==> config.mk <==
export PLATFORM = sky130hd
export DESIGN_NAME = cntl_mc_xlen
export DESIGN_NICKNAME = d
export VERILOG_FILES = /design/src/rtl/cntl_mc_xlen.sv
export SDC_FILE = /design/constraint.sdc
export NUM_CORES = 1
export LEC_CHECK = 0
export ABC_AREA = 1
export BUFFER_PORTS_ARGS = -buffer_cell sky130_fd_sc_hd__buf_4
export CAP_MARGIN = 20
export CORE_MARGIN = 2
export CORE_UTILIZATION = 45
export DETAILED_ROUTE_END_ITERATION = 10
export PLACE_DENSITY = 0.95
export SLEW_MARGIN = 20
export SYNTH_ARGS = -nofsm -noshare
export SYNTH_HDL_FRONTEND = slang
export SYNTH_SLANG_ARGS = --single-unit
==> constraint.sdc <==
create_clock -name clk -period 2 [get_ports clk]
set_input_delay 0.2 -clock clk [delete_from_list [all_inputs] [get_ports clk]]
set_output_delay 0.2 -clock clk [all_outputs]
set_load 0.01 [all_outputs]
==> src/rtl/cntl_mc_xlen.sv <==
// Multi-cycle RV32I/RV64I control unit. A Moore FSM sequences fetch,
// decode, execute, memory and write-back over a variable-latency memory
// port, with a bus timeout and a sticky trap state.
module cntl_mc_xlen #(
  parameter int XLEN    = 32,
  parameter int TIMEOUT = 16
) (
  input  logic            clk,
  input  logic            rst,
  input  logic [31:0]     instr_i,
  input  logic            bcond_i,
  input  logic            mem_ready_i,
  output logic [3:0]      state_o,
  output logic [XLEN-1:0] imm_o,
  output logic            pc_we_o,
  output logic            ir_we_o,
  output logic            mdr_we_o,
  output logic            rf_we_o,
  output logic            mem_req_o,
  output logic            mem_we_o,
  output logic            mem_addr_sel_o,
  output logic [1:0]      mem_size_o,
  output logic            mem_unsigned_o,
  output logic [1:0]      op1_sel_o,
  output logic [1:0]      op2_sel_o,
  output logic [1:0]      wb_sel_o,
  output logic [4:0]      alu_ctrl_o,
  output logic            illegal_o,
  output logic            bus_err_o
);

  localparam logic [3:0] S_FETCH  = 4'd0,  S_DECODE = 4'd1,  S_EXEC   = 4'd2,
                         S_WB     = 4'd3,  S_PC_INC = 4'd4,  S_ADDR   = 4'd5,
                         S_MEM_RD = 4'd6,  S_MEM_WR = 4'd7,  S_BR_CMP = 4'd8,
                         S_BR_TGT = 4'd9,  S_JUMP   = 4'd10, S_TRAP   = 4'd11;

  localparam logic [6:0] OP_R  = 7'b0110011, OP_I   = 7'b0010011, OP_LUI = 7'b0110111,
                         OP_AUIPC = 7'b0010111, OP_LD = 7'b0000011, OP_ST = 7'b0100011,
                         OP_BR = 7'b1100011, OP_JAL = 7'b1101111, OP_JALR = 7'b1100111,
                         OP_FENCE = 7'b0001111;

  // Counter must hold TIMEOUT itself; keep at least one bit when disabled.
  localparam int CW = (TIMEOUT > 0) ? $clog2(TIMEOUT + 1) : 1;

  logic [3:0]    state_q, state_d;
  logic          illegal_q, illegal_d;
  logic          bus_err_q, bus_err_d;
  logic [CW-1:0] cnt_q, cnt_d;

  logic [6:0] opc;
  logic [2:0] f3;
  logic       wait_st, to_hit, dec_ill;
  logic [31:0] imm32;
  logic       b3_r, b3_i;

  assign opc = instr_i[6:0];
  assign f3  = instr_i[14:12];

  assign wait_st = (state_q == S_FETCH) || (state_q == S_MEM_RD) || (state_q == S_MEM_WR);
  // The trap fires on the wait cycle that would bring the count to TIMEOUT;
  // a ready in that same cycle takes priority.
  assign to_hit  = (TIMEOUT != 0) && wait_st && !mem_ready_i &&
                   (cnt_q == CW'(TIMEOUT - 1));

  assign b3_r = (f3 == 3'b010 || f3 == 3'b011) ? 1'b1 : instr_i[30];
  assign b3_i = (f3 == 3'b010 || f3 == 3'b011) ? 1'b1 :
                (f3 == 3'b101) ? instr_i[30] : 1'b0;

  // Immediate assembly per format, sign-extended from bit 31 to XLEN.
  always_comb begin
    imm32 = '0;
    case (opc)
      OP_I, OP_LD, OP_JALR: imm32 = {{20{instr_i[31]}}, instr_i[31:20]};
      OP_ST:                imm32 = {{20{instr_i[31]}}, instr_i[31:25], instr_i[11:7]};
      OP_BR:                imm32 = {{19{instr_i[31]}}, instr_i[31], instr_i[7],
                                     instr_i[30:25], instr_i[11:8], 1'b0};
      OP_LUI, OP_AUIPC:     imm32 = {instr_i[31:12], 12'b0};
      OP_JAL:               imm32 = {{11{instr_i[31]}}, instr_i[31], instr_i[19:12],
                                     instr_i[20], instr_i[30:21], 1'b0};
      default:              imm32 = '0;
    endcase
  end

  assign imm_o = XLEN'($signed(imm32));

  // Next-state selection and trap-cause detection.
  always_comb begin
    state_d = state_q;
    dec_ill = 1'b0;
    case (state_q)
      S_FETCH:  if (mem_ready_i) state_d = S_DECODE; else if (to_hit) state_d = S_TRAP;
      S_DECODE: begin
        case (opc)
          OP_R, OP_I, OP_LUI, OP_AUIPC: state_d = S_EXEC;
          OP_LD, OP_ST:                 state_d = S_ADDR;
          OP_BR:                        state_d = S_BR_CMP;
          OP_JAL, OP_JALR:              state_d = S_JUMP;
          OP_FENCE:                     state_d = S_PC_INC;
          default: begin
            state_d = S_TRAP;
            dec_ill = 1'b1;
          end
        endcase
      end
      S_EXEC:   state_d = S_WB;
      S_WB:     state_d = S_PC_INC;
      S_PC_INC: state_d = S_FETCH;
      S_ADDR:   state_d = (opc == OP_ST) ? S_MEM_WR : S_MEM_RD;
      S_MEM_RD: if (mem_ready_i) state_d = S_WB; else if (to_hit) state_d = S_TRAP;
      S_MEM_WR: if (mem_ready_i) state_d = S_PC_INC; else if (to_hit) state_d = S_TRAP;
      S_BR_CMP: state_d = bcond_i ? S_BR_TGT : S_PC_INC;
      S_BR_TGT: state_d = S_FETCH;
      S_JUMP:   state_d = S_FETCH;
      S_TRAP:   state_d = S_TRAP;
      default:  state_d = S_FETCH;
    endcase
  end

  assign illegal_d = illegal_q | dec_ill;
  assign bus_err_d = bus_err_q | to_hit;
  // Any cycle outside a waiting memory state clears the count, so entry starts at 0.
  assign cnt_d     = (wait_st && !mem_ready_i) ? cnt_q + 1'b1 : '0;

  // State, sticky trap causes and wait counter.
  always_ff @(posedge clk) begin
    if (rst) begin
      state_q   <= S_FETCH;
      illegal_q <= 1'b0;
      bus_err_q <= 1'b0;
      cnt_q     <= '0;
    end else begin
      state_q   <= state_d;
      illegal_q <= illegal_d;
      bus_err_q <= bus_err_d;
      cnt_q     <= cnt_d;
    end
  end

  assign state_o        = state_q;
  assign illegal_o      = illegal_q;
  assign bus_err_o      = bus_err_q;
  assign mem_size_o     = f3[1:0];
  assign mem_unsigned_o = f3[2];

  // Moore datapath controls; enables are suppressed while reset is held.
  always_comb begin
    pc_we_o = 1'b0; ir_we_o = 1'b0; mdr_we_o = 1'b0; rf_we_o = 1'b0;
    mem_req_o = 1'b0; mem_we_o = 1'b0; mem_addr_sel_o = 1'b0;
    op1_sel_o = 2'd0; op2_sel_o = 2'd0; wb_sel_o = 2'd0; alu_ctrl_o = 5'd0;
    case (state_q)
      S_FETCH: begin
        mem_req_o = 1'b1;
        ir_we_o   = mem_ready_i;
      end
      S_EXEC: begin
        case (opc)
          OP_R:     alu_ctrl_o = {1'b0, b3_r, f3};
          OP_I:     begin op2_sel_o = 2'd1; alu_ctrl_o = {1'b0, b3_i, f3}; end
          OP_LUI:   begin op1_sel_o = 2'd2; op2_sel_o = 2'd1; end
          OP_AUIPC: begin op1_sel_o = 2'd1; op2_sel_o = 2'd1; end
          default:  ;
        endcase
      end
      S_WB: begin
        rf_we_o  = 1'b1;
        wb_sel_o = (opc == OP_LD) ? 2'd1 : 2'd0;
      end
      S_PC_INC: begin
        pc_we_o = 1'b1; op1_sel_o = 2'd1; op2_sel_o = 2'd2;
      end
      S_ADDR:   op2_sel_o = 2'd1;
      S_MEM_RD: begin
        mem_req_o = 1'b1; mem_addr_sel_o = 1'b1; mdr_we_o = mem_ready_i;
      end
      S_MEM_WR: begin
        mem_req_o = 1'b1; mem_we_o = 1'b1; mem_addr_sel_o = 1'b1;
      end
      S_BR_CMP: alu_ctrl_o = {2'b10, f3};
      S_BR_TGT: begin
        pc_we_o = 1'b1; op1_sel_o = 2'd1; op2_sel_o = 2'd1;
      end
      S_JUMP: begin
        // JAL targets PC+imm, JALR rs1+imm; link value is PC+4.
        rf_we_o = 1'b1; pc_we_o = 1'b1; wb_sel_o = 2'd2;
        op1_sel_o = (opc == OP_JAL) ? 2'd1 : 2'd0;
        op2_sel_o = 2'd1;
      end
      default: ;
    endcase
    if (rst) begin
      pc_we_o = 1'b0; ir_we_o = 1'b0; mdr_we_o = 1'b0; rf_we_o = 1'b0;
      mem_req_o = 1'b0; mem_we_o = 1'b0;
    end
  end

endmodule

# Yosys cells after proc, flatten, opt, wreduce, memory -nomap -nowiden
# Index checks and enable logic that the tools add are counted.
# Widths: inputs -> output; s select.
word_totals:
  register_bits: 11
  in_bits: 36
classes:
  mux: 36
  n_reduce_logical: 21
  n_bitwise: 3
  n_eq_ne: 25
  add_sub_neg: 1
ops:
  columns: ["op", "n"]
  rows:
  - ["$pmux 32 s5", 1]
  - ["$pmux 4 s9", 1]
  - ["$mux 1", 22]
  - ["$eq 7x6->1 const B", 3]
  - ["$eq 7x7->1 const B", 3]
  - ["$mux 4", 5]
  - ["$pmux 4 s5", 1]
  - ["$eq 4x3->1 const B", 4]
  - ["$eq 4x4->1 const B", 4]
  - ["$reduce_or 3->1", 5]
  - ["$eq 7x5->1 const B", 2]
  - ["$reduce_or 2->1", 7]
  - ["$pmux 2 s3", 2]
  - ["$pmux 5 s2", 1]
  - ["$reduce_or 10->1", 1]
  - ["$eq 4x2->1 const B", 2]
  - ["$pmux 2 s2", 2]
  - ["$pmux 4 s2", 1]
  - ["$eq 7x2->1 const B", 1]
  - ["$eq 7x4->1 const B", 1]
  - ["$eq 3x2->1 const B", 2]
  - ["$add 5x1->5 const B", 1]
  - ["$eq 5x4->1 const B", 1]
  - ["$eq 4x1->1 const B", 1]
  - ["8 further kinds", 12]

# Depth between registers and ports, before layout
# Gate-level depths: netlist of run 1.
logic_depth:
  depth_word: 8
  depth_mapped: 10
  ltp_nobuf: 10

# Least setup slack after synthesis of run 1
# No wires, ideal clock.
synth_path:
  path_type: "register to output"
  start: "register state_q[1] (netlist: state_o[1])"
  end: "output op1_sel_o[0]"
  slack_ns: 0.493
  required_time_ns: 1.800
  path_stages_with_launch: 7
  path_buffers: 0
  arrival_ns: 1.307
  path_cell_list: "dfxtp_1 inv_1 nor2_1 inv_1 nor2_1 inv_1 o221ai_1"
synth_via:
  elab_chain_cells: 3
  word_cells_on_any_way: 6
synth_lines:
  columns: ["element", "line", "text"]
  rows:
  - ["start, declared", "45", "logic [3:0] state_q, state_d;"]
  - ["start signal, assigned", "132", "state_q <= state_d;"]
  - ["$eq 4x4->1 or $eq 4x3->1 (tied branches)", "150", "case (state_q)"]
  - ["$reduce_or 2->1 (no line)", null, null]
  - ["$pmux 2 s3 *", "150", null]
  - ["end, declared", "24", "output logic [1:0] op1_sel_o,"]
# Mark *: on every way between the ends. The rest lies on a longest branch, timed or not.

# Final worst setup path of run 1
layout_path:
  start: "register state_q[2] (netlist: state_o[2])"
  end: "output op1_sel_o[0]"
# Same word-level chain as after synthesis.

==> results.py, run 1 <==
metrics = {
    "pwr": {
        "p_seq_share_pct": 27.2,
        "p_per_area_nw_per_um2": 578,
        "combPwrFrac_pct": 59.7,
        "peakVddDrop_uv": 686,
        "power_switching_mw": 0.572,
        "clockPowerShare_pct": 13.1,
        "total_power_mw": 1.22,
        "netSwitchingFraction_pct": 46.7,
        "internal-power_mw": 0.652,
        "cellLeakagePower_nw": 1.25,
    },
    "layout": {
        "drive_gt1_share_pct": 35.0,
        "antenna_cells": 0,
        "area_delta_synth_final_pct": 52.6,
        "nets": 382,
    },
    "run_status": {
        "status": "finished, final reports clean",
    },
    "setup_path": {
        "crit_fanout": 5,
        "cp_slowest_cell": "dfxtp_1",
        "crit_type": "flip-flop to output pin",
        "crit_path_end_kind": "output pin",
        "critPathTopFamily": "simple AND/OR/NAND/NOR gates",
        "critical_path.cell_chain": "inv_1 -> nor2_2 -> inv_1 -> nor3_1 -> a21oi_1 -> o221ai_1 -> buf_4",
        "path_buf_inv": 3,
        "cpPeakStageDelay_ns": 0.42,
        "crit_required_ns": 1.80,
        "crit_top_cell": "inv_1",
        "crit_path_start_kind": "flip-flop",
        "worstPathArrival_ns": 1.69,
    },
    "worst_hold_path": {
        "hp-class": "input pin to flip-flop",
    },
    "timing": {
        "fmax_mhz": 529,
        "slew_headroom_pct": 75.1,
        "finalSetupTns_ns": 0,
        "skew_ns": 0.0106,
        "fin_crit_ns": 1.89,
        "tightest_slew_ns": 0.371,
        "setup_viol": 0,
        "finalCritPeriodShare_pct": 94.5,
        "hold_slack_ns": 0.175,
        "slew_viol_final": 0,
        "hold_violations": 0,
        "setup_ws_ns": 0.109,
        "rsz0062_at_grt": "false",
    },
    "grt": {
        "grt_max_degree": 13,
        "grt_pass1_wl_um": 6690,
        "antenna_found_initial": 0,
        "grt_pass1_vias": 1636,
        "overflow": 0,
        "track_usage_pct": 23.4,
    },
    "placed_design": {
        "gp_congestion": 0.875,
        "port-buffer-count": 94,
        "dp_hpwl_um": 3590,
        "place_ws_ns": 0.390,
    },
    "run": {
        "drv_cap": 0,
    },
    "floorplan": {
        "ios": 95,
        "die_w_um": 59.5,
        "floorplan.initialDensity_pct": 46.2,
        "rows": 20,
        "fp.dieH_um": 59.5,
        "dieArea_um2": 3540,
        "core-area_um2": 3000,
    },
    "clock_tree": {
        "cts_tree": "built",
        "root_buffer": "clkbuf_4",
        "post_cts_buffers": 0,
        "clock_sinks": 11,
        "clock_path_buffers": 2,
        "ctsHtreeMaxLevel": 1,
        "numCtsBuffers": 3,
        "clk_pin_slew_ns": 0.08,
        "clk_latency_ns": 0.28,
        "hold_buffers": 0,
    },
    "detailed_routing": {
        "routed_via_density": 5.05,
        "drtAntennaViolNets": 0,
        "wirelength_um": 4420,
        "drt_pass1_iterations": 5,
        "route.detailed.wl_per_inst_um": 11.7,
        "drc": 0,
        "drtIter0Drc": 85,
        "vias": 1900,
    },
    "synth": {
        "syn-mean-instance-area_um2": 5.51,
        "synth_seq_cells": 11,
        "ys.flop_type": "dfxtp_1",
        "synthDistinctLibCells": 32,
        "syn_area_um2": 1390,
        "async_flop_share_pct": 0,
        "synth_fp_nets": 290,
        "synth_edf_count": 0,
        "ys_seq_area_share_pct": 15.9,
        "netlist_instances": 252,
        "yosysWarnings": 0,
    },
}
[Yosys cell counts, drive strengths merged (2+ instances only)]
cell	count	share of area, %
dfxtp	11	16
a21boi	7	3.8
nor2	41	13
a21oi	8	3.2
nand2	81	23
ha	2	1.8
inv	40	11
buf	7	3.7
o21ai	13	5.5
nand4	12	5.9
nor3	6	2.2
nand3	17	7.8
[timing repair]
action | 4_1_cts | 5_1_grt
hold endpoints to repair | 0 | 0
gates resized for setup | 0 | 2
setup endpoints to repair | 0 | 5
[area by class of cell]
class                   instances  area (µm²)
well taps                      33        41.3
clock buffers                   4        26.3
multi-input cells             193         965
flip-flops and latches         11         221
inverters                      40         150
fillers                       270         886
repair buffers                 95         713
[through the flow]
step | instance area, µm² | util (%) | instances
after detailed placement | 2090 | 69.5 | 372
after global placement | 2090 | 69.5 | 372
final | 2120 | 70.5 | 376
after CTS | 2110 | 70.4 | 376
after floorplan | 1390 | - | 252
after global routing | 2120 | 70.5 | 376
[power groups by stage]
stage / logic, mW / clock network, mW / registers (mW)
after floorplan: 0.419 / 0 / 0.331
after global placement: 0.706 / 0 / 0.329
after detailed placement: 0.719 / 0 / 0.332
after CTS: 0.726 / 0.161 / 0.327
after global routing: 0.810 / 0.163 / 0.341
final: 0.731 / 0.160 / 0.333
[sequential cells by signal, summed over array words and instances (netlist names)]
name	cells
cnt_q	5
bus_err_o	1
illegal_o	1
state_o	4
[kinds of logic after synthesis]
family / Yosys count / synth area share, %
buffers and inverters: 48 / 14.8
and+or+nand+nor: 159 / 52.8
xor gates and xnor gates: 1 / 0.631
DFF: 11 / 15.9
adders and majority gates: 2 / 1.80
AOI/OAI and AO/OA: 31 / 14.2
[path summary, 6_finish.rpt]
kind | startpoint | to | slack [ns] | depth (start not counted)
worst min register to register | cnt_q[0]$_SDFF_PP0_ | cnt_q[0]$_SDFF_PP0_ | 0.45 | 1
worst max-delay path | state_o[2]$_SDFF_PP0_ | op1_sel_o[0] | 0.11 | 7
worst max register to register | state_o[0]$_SDFF_PP0_ | state_o[1]$_SDFF_PP0_ | 0.51 | 9
worst min-delay path | rst | illegal_o$_SDFF_PP0_ | 0.18 | 2
[worst register-to-register path, stage by stage, from the launching register on]
cell and delay [ns]:
dfxtp_1 0.51, nor2_1 0.14, nand2_1 0.16, nand2_1 0.09
nand3_1 0.15, nand2_1 0.07, nor2_1 0.10, nand3_1 0.08
nand2_1 0.06, inv_1 0.03
[layout by cell type, fill, tap and decap left out, drive strengths merged, types with 2 or more instances in the layout]
cell type  netlist  final
a21oi            8      8
o21ai           13     13
nor2            41     41
dfxtp           11     11
a21boi           7      7
clkbuf           1      4
inv             40     40
nand4           12     12
buf              7     95
ha               2      2
nor3             6      6
nand2           81     81
nand3           17     17
[layer usage]
layer	GRT usage, %	up-vias	wire (µm)
li1	-	979	-
met1	27.0	833	1730
met2	44.1	79	2230
met3	3.71	9	396
met4	6.03	0	63
met5	0	-	0
Power figures use the tool's default switching activity.
==> inputs of run 2 (changes only) <==
==> constraint.sdc (replaced) <==
create_clock -name clk -period 2 [get_ports clk]
set_input_delay 0.1 -clock clk [delete_from_list [all_inputs] [get_ports clk]]
set_output_delay 0.1 -clock clk [all_outputs]
set_load 0.01 [all_outputs]
==> results.py, run 2 (synthesis results as in run 1) <==
metrics = {
    "run_status": {
        "status": "finished, final reports clean",
    },
    "layout": {
        "final_common_cell": "buf_4",
        "area_delta_synth_final_pct": 51.8,
        "stdcell_count": 375,
        "nets": 381,
        "layout_common_cells": "buf_4 (94), nand2_1 (75), nor2_1 (37), inv_1 (36), nand3_1 (14)",
        "drive_gt1_share_pct": 34.5,
        "postLayoutCoreUtil_pct": 70.2,
        "largest_reg_flops": 5,
        "largest-register": "cnt_q",
        "final-seq-area_um2": 221,
        "nFillCells": 308,
        "antenna_cells": 0,
        "multi_input_area_um2": 962,
        "final_area_um2": 2110,
    },
    "timing": {
        "tightest_slew_ns": 0.555,
        "hold_violations": 0,
        "slew_viol_final": 0,
        "fmax_mhz": 574,
        "setup_viol": 0,
        "finalSetupTns_ns": 0,
        "fin_crit_ns": 1.74,
        "hold_slack_ns": 0.0880,
        "rsz0062_at_grt": "false",
        "finalCritPeriodShare_pct": 87.1,
        "slew_headroom_pct": 62.9,
        "skew_ns": 0.00172,
    },
    "clock_tree": {
        "numCtsBuffers": 3,
        "cts_tree": "built",
        "clk_latency_ns": 0.27,
        "clock_path_buffers": 2,
        "post_cts_buffers": 0,
        "clock_sinks": 11,
        "clk_pin_slew_ns": 0.07,
        "hold_buffers": 0,
        "ctsHtreeMaxLevel": 1,
        "root_buffer": "clkbuf_4",
    },
    "detailed_routing": {
        "wirelength_um": 4490,
        "drtIter0Drc": 140,
        "routed_via_density": 5.08,
        "drt_pass1_iterations": 4,
        "route.detailed.wl_per_inst_um": 12.0,
        "drtAntennaViolNets": 0,
        "vias": 1906,
        "drc": 0,
    },
    "setup_path": {
        "path_buf_inv": 3,
        "cp_slowest_cell": "dfxtp_1",
        "crit_fanout": 5,
        "critical_path.cell_chain": "inv_1 -> nor2_2 -> inv_1 -> nor3_1 -> a21oi_1 -> o221ai_1 -> buf_4",
        "worstPathArrival_ns": 1.64,
        "crit_type": "flip-flop to output pin",
        "crit_path_start_kind": "flip-flop",
        "crit_required_ns": 1.90,
        "cpPeakStageDelay_ns": 0.41,
        "critPathTopFamily": "simple AND/OR/NAND/NOR gates",
        "crit_path_end_kind": "output pin",
        "crit_top_cell": "inv_1",
    },
    "floorplan": {
        "core-area_um2": 3000,
        "rows": 20,
        "ios": 95,
        "dieArea_um2": 3540,
        "floorplan.initialDensity_pct": 46.2,
        "fp.dieH_um": 59.5,
        "die_w_um": 59.5,
    },
    "worst_hold_path": {
        "hp-class": "input pin to flip-flop",
    },
    "grt": {
        "antenna_found_initial": 0,
        "grt_pass1_wl_um": 6930,
        "track_usage_pct": 25.0,
        "grt_max_degree": 13,
        "grt_pass1_vias": 1628,
        "overflow": 0,
    },
    "placed_design": {
        "placedInstanceArea_um2": 2080,
        "dp_hpwl_um": 3850,
        "gp_congestion": 0.898,
        "port-buffer-count": 94,
        "dp_cells": 371,
    },
    "pwr": {
        "peakVddDrop_uv": 745,
        "p_per_area_nw_per_um2": 574,
        "cellLeakagePower_nw": 1.24,
    },
    "run": {
        "drv_cap": 0,
    },
}
run 2: power breakdown:
group	switching [mW]	internal [mW]	leakage [nW]
combinational	0.423	0.309	1.14
sequential	0.0625	0.265	0.0900
clock	0.0732	0.0772	0.0150
total	0.558	0.651	1.24
run 2: through the flow:
| stage | setup WS [ns] | power, mW |
|---|---|---|
| finish | 0.259 | 1.21 |
| detailed placement | 0.513 | 1.06 |
| CTS | 0.195 | 1.21 |
| global route | 0.107 | 1.33 |
| floorplan | 0.593 | 0.750 |
| global placement | 0.466 | 1.05 |
run 2: routing by layer:
metal	GRT usage (%)	vias to the layer above	wire [µm]
li1	-	983	-
met1	26.1	836	1700
met2	49.1	77	2330
met3	5.46	10	383
met4	6.67	0	82
met5	0	-	0
run 2: final timing paths:
| path | endpoint | start | slack [ns] | cells past startpoint |
|---|---|---|---|---|
| setup / recovery | op1_sel_o[0] | state_o[2]$_SDFF_PP0_ | 0.26 | 7 |
| hold / removal | bus_err_o$_SDFF_PP0_ | rst | 0.09 | 2 |
| hold reg to reg | cnt_q[0]$_SDFF_PP0_ | cnt_q[0]$_SDFF_PP0_ | 0.45 | 1 |
| setup reg to reg | state_o[0]$_SDFF_PP0_ | state_o[2]$_SDFF_PP0_ | 0.55 | 10 |
run 2: area by class of cell:
class	count	area share [%]
inverter	40	7.13
clock buffer	4	1.25
tap	33	1.96
timing repair buffer	94	33.5
sequential	11	10.5
multi-input combinational	193	45.7
run 2: repair_timing:
item / in CTS / in global routing
endpoints found under the hold margin: 0 / 0
resized for setup: 0 / 1
endpoints found under the setup margin: 0 / 1
run 2: worst reg2reg max path, delay by kind of cell (launching register included):
family	cells	cell delay, ns
simple gates	8	0.88
flops	1	0.41
buf+inv	2	0.12
==> inputs of run 3 (changes only) <==
CORE_UTILIZATION = 35   (was 45)
PLACE_DENSITY = 0.78   (was 0.95)
clock period = 1.98 ns   (was 2 ns; I/O delays follow)
==> results.py, run 3 (synthesis results as in run 1) <==
metrics = {
    "clock_tree": {
        "ctsHtreeMaxLevel": 1,
        "ctsResizeCount": 0,
        "numCtsBuffers": 3,
        "clock_sinks": 11,
        "post_cts_buffers": 0,
        "root_buffer": "clkbuf_8",
        "hold_buffers": 0,
        "cts_tree": "built",
        "clock_path_buffers": 2,
        "clk_latency_ns": 0.24,
        "clk_pin_slew_ns": 0.05,
    },
    "layout": {
        "area_delta_synth_final_pct": 55.0,
        "largest_reg_flops": 5,
        "drive_gt1_share_pct": 34.4,
        "antenna_cells": 0,
        "postLayoutCoreUtil_pct": 57.5,
        "final_common_cell": "buf_4",
        "nets": 382,
        "largest-register": "cnt_q",
        "layout_common_cells": "buf_4 (95), nand2_1 (75), nor2_1 (37), inv_1 (36), nand3_1 (14)",
    },
    "timing": {
        "skew_ns": 0.00332,
        "slew_headroom_pct": 77.3,
        "tightest_slew_ns": 0.339,
        "setup_viol": 0,
        "finalCritPeriodShare_pct": 89.8,
        "fin_crit_ns": 1.78,
        "slew_viol_final": 0,
        "finalSetupTns_ns": 0,
        "hold_violations": 0,
        "rsz0062_at_grt": "false",
        "fmax_mhz": 563,
    },
    "grt": {
        "overflow": 0,
        "antenna_found_initial": 0,
        "grt_pass1_vias": 1626,
        "grt_pass1_wl_um": 7050,
        "track_usage_pct": 19.9,
        "grt_max_degree": 13,
    },
    "detailed_routing": {
        "wirelength_um": 4520,
        "route.detailed.wl_per_inst_um": 11.5,
        "vias": 1856,
        "routed_via_density": 4.75,
        "drtIter0Drc": 65,
        "drc": 0,
        "drtAntennaViolNets": 0,
        "drt_pass1_iterations": 4,
    },
    "run": {
        "drv_cap": 0,
    },
    "floorplan": {
        "ios": 95,
        "die_w_um": 67.0,
        "floorplan.initialDensity_pct": 37.1,
        "fp.dieH_um": 67.0,
        "dieArea_um2": 4480,
        "rows": 22,
        "core-area_um2": 3740,
    },
    "run_status": {
        "status": "finished, final reports clean",
    },
    "setup_path": {
        "crit_required_ns": 1.88,
        "crit_type": "flip-flop to output pin",
        "crit_path_start_kind": "flip-flop",
        "worstPathArrival_ns": 1.68,
        "crit_fanout": 8,
        "crit_path_end_kind": "output pin",
    },
    "placed_design": {
        "port-buffer-count": 94,
        "gp_congestion": 0.926,
        "dp_hpwl_um": 3780,
    },
    "pwr": {
        "p_per_area_nw_per_um2": 603,
        "peakVddDrop_uv": 597,
        "cellLeakagePower_nw": 1.26,
    },
    "worst_hold_path": {
        "hp-class": "input pin to flip-flop",
    },
}
run 3: power breakdown:
part / total, mW / switching, mW / internal (mW)
clock network: 0.228 / 0.0862 / 0.142
registers: 0.326 / 0.0602 / 0.266
logic: 0.742 / 0.430 / 0.312
run 3: cell type report:
| type | count | area (µm²) |
|---|---|---|
| Fill cell | 395 | 1590 |
| Multi-Input combinational cell | 193 | 962 |
| Timing Repair Buffer | 95 | 713 |
| Sequential cell | 11 | 220 |
| Inverter | 40 | 150 |
| Tap cell | 48 | 60.1 |
| Clock buffer | 4 | 45.0 |
run 3: metrics by stage:
stage	cells	worst slack [ns]	cell area, µm²	hold WS (ns)	power (mW)
floorplan	252	0.574	1390	0.290	0.757
global placement	387	0.474	2110	0.368	1.06
detailed placement	387	0.494	2110	0.367	1.06
CTS	391	0.205	2150	0.117	1.30
global route	391	0.0744	2150	0.128	1.40
finish	391	0.203	2150	0.120	1.30
run 3: metal layers:
| layer | vias to the layer above | GRT usage, % | part of all wire (%) |
|---|---|---|---|
| li1 | 979 | - | - |
| met1 | 804 | 21.3 | 38 |
| met2 | 69 | 38.6 | 51 |
| met3 | 4 | 4.73 | 9.5 |
| met4 | 0 | 4.85 | 0.80 |
| met5 | - | 0 | 0 |
run 3: worst max-delay path: stages, from the launching register on:
cell	delay, ns
dfxtp_1	0.48
inv_1	0.13
nor2_1	0.18
nand2_1	0.13
nor2_1	0.16
a21boi_0	0.21
buf_4	0.15
run 3: worst paths after layout:
path	from	to	slack (ns)	cells after the start
worst max-delay path	state_o[1]$_SDFF_PP0_	alu_ctrl_o[3]	0.20	6
worst min-delay path	rst	bus_err_o$_SDFF_PP0_	0.12	2
worst max register to register	cnt_q[0]$_SDFF_PP0_	state_o[1]$_SDFF_PP0_	0.54	10
worst min register to register	illegal_o$_SDFF_PP0_	illegal_o$_SDFF_PP0_	0.45	2
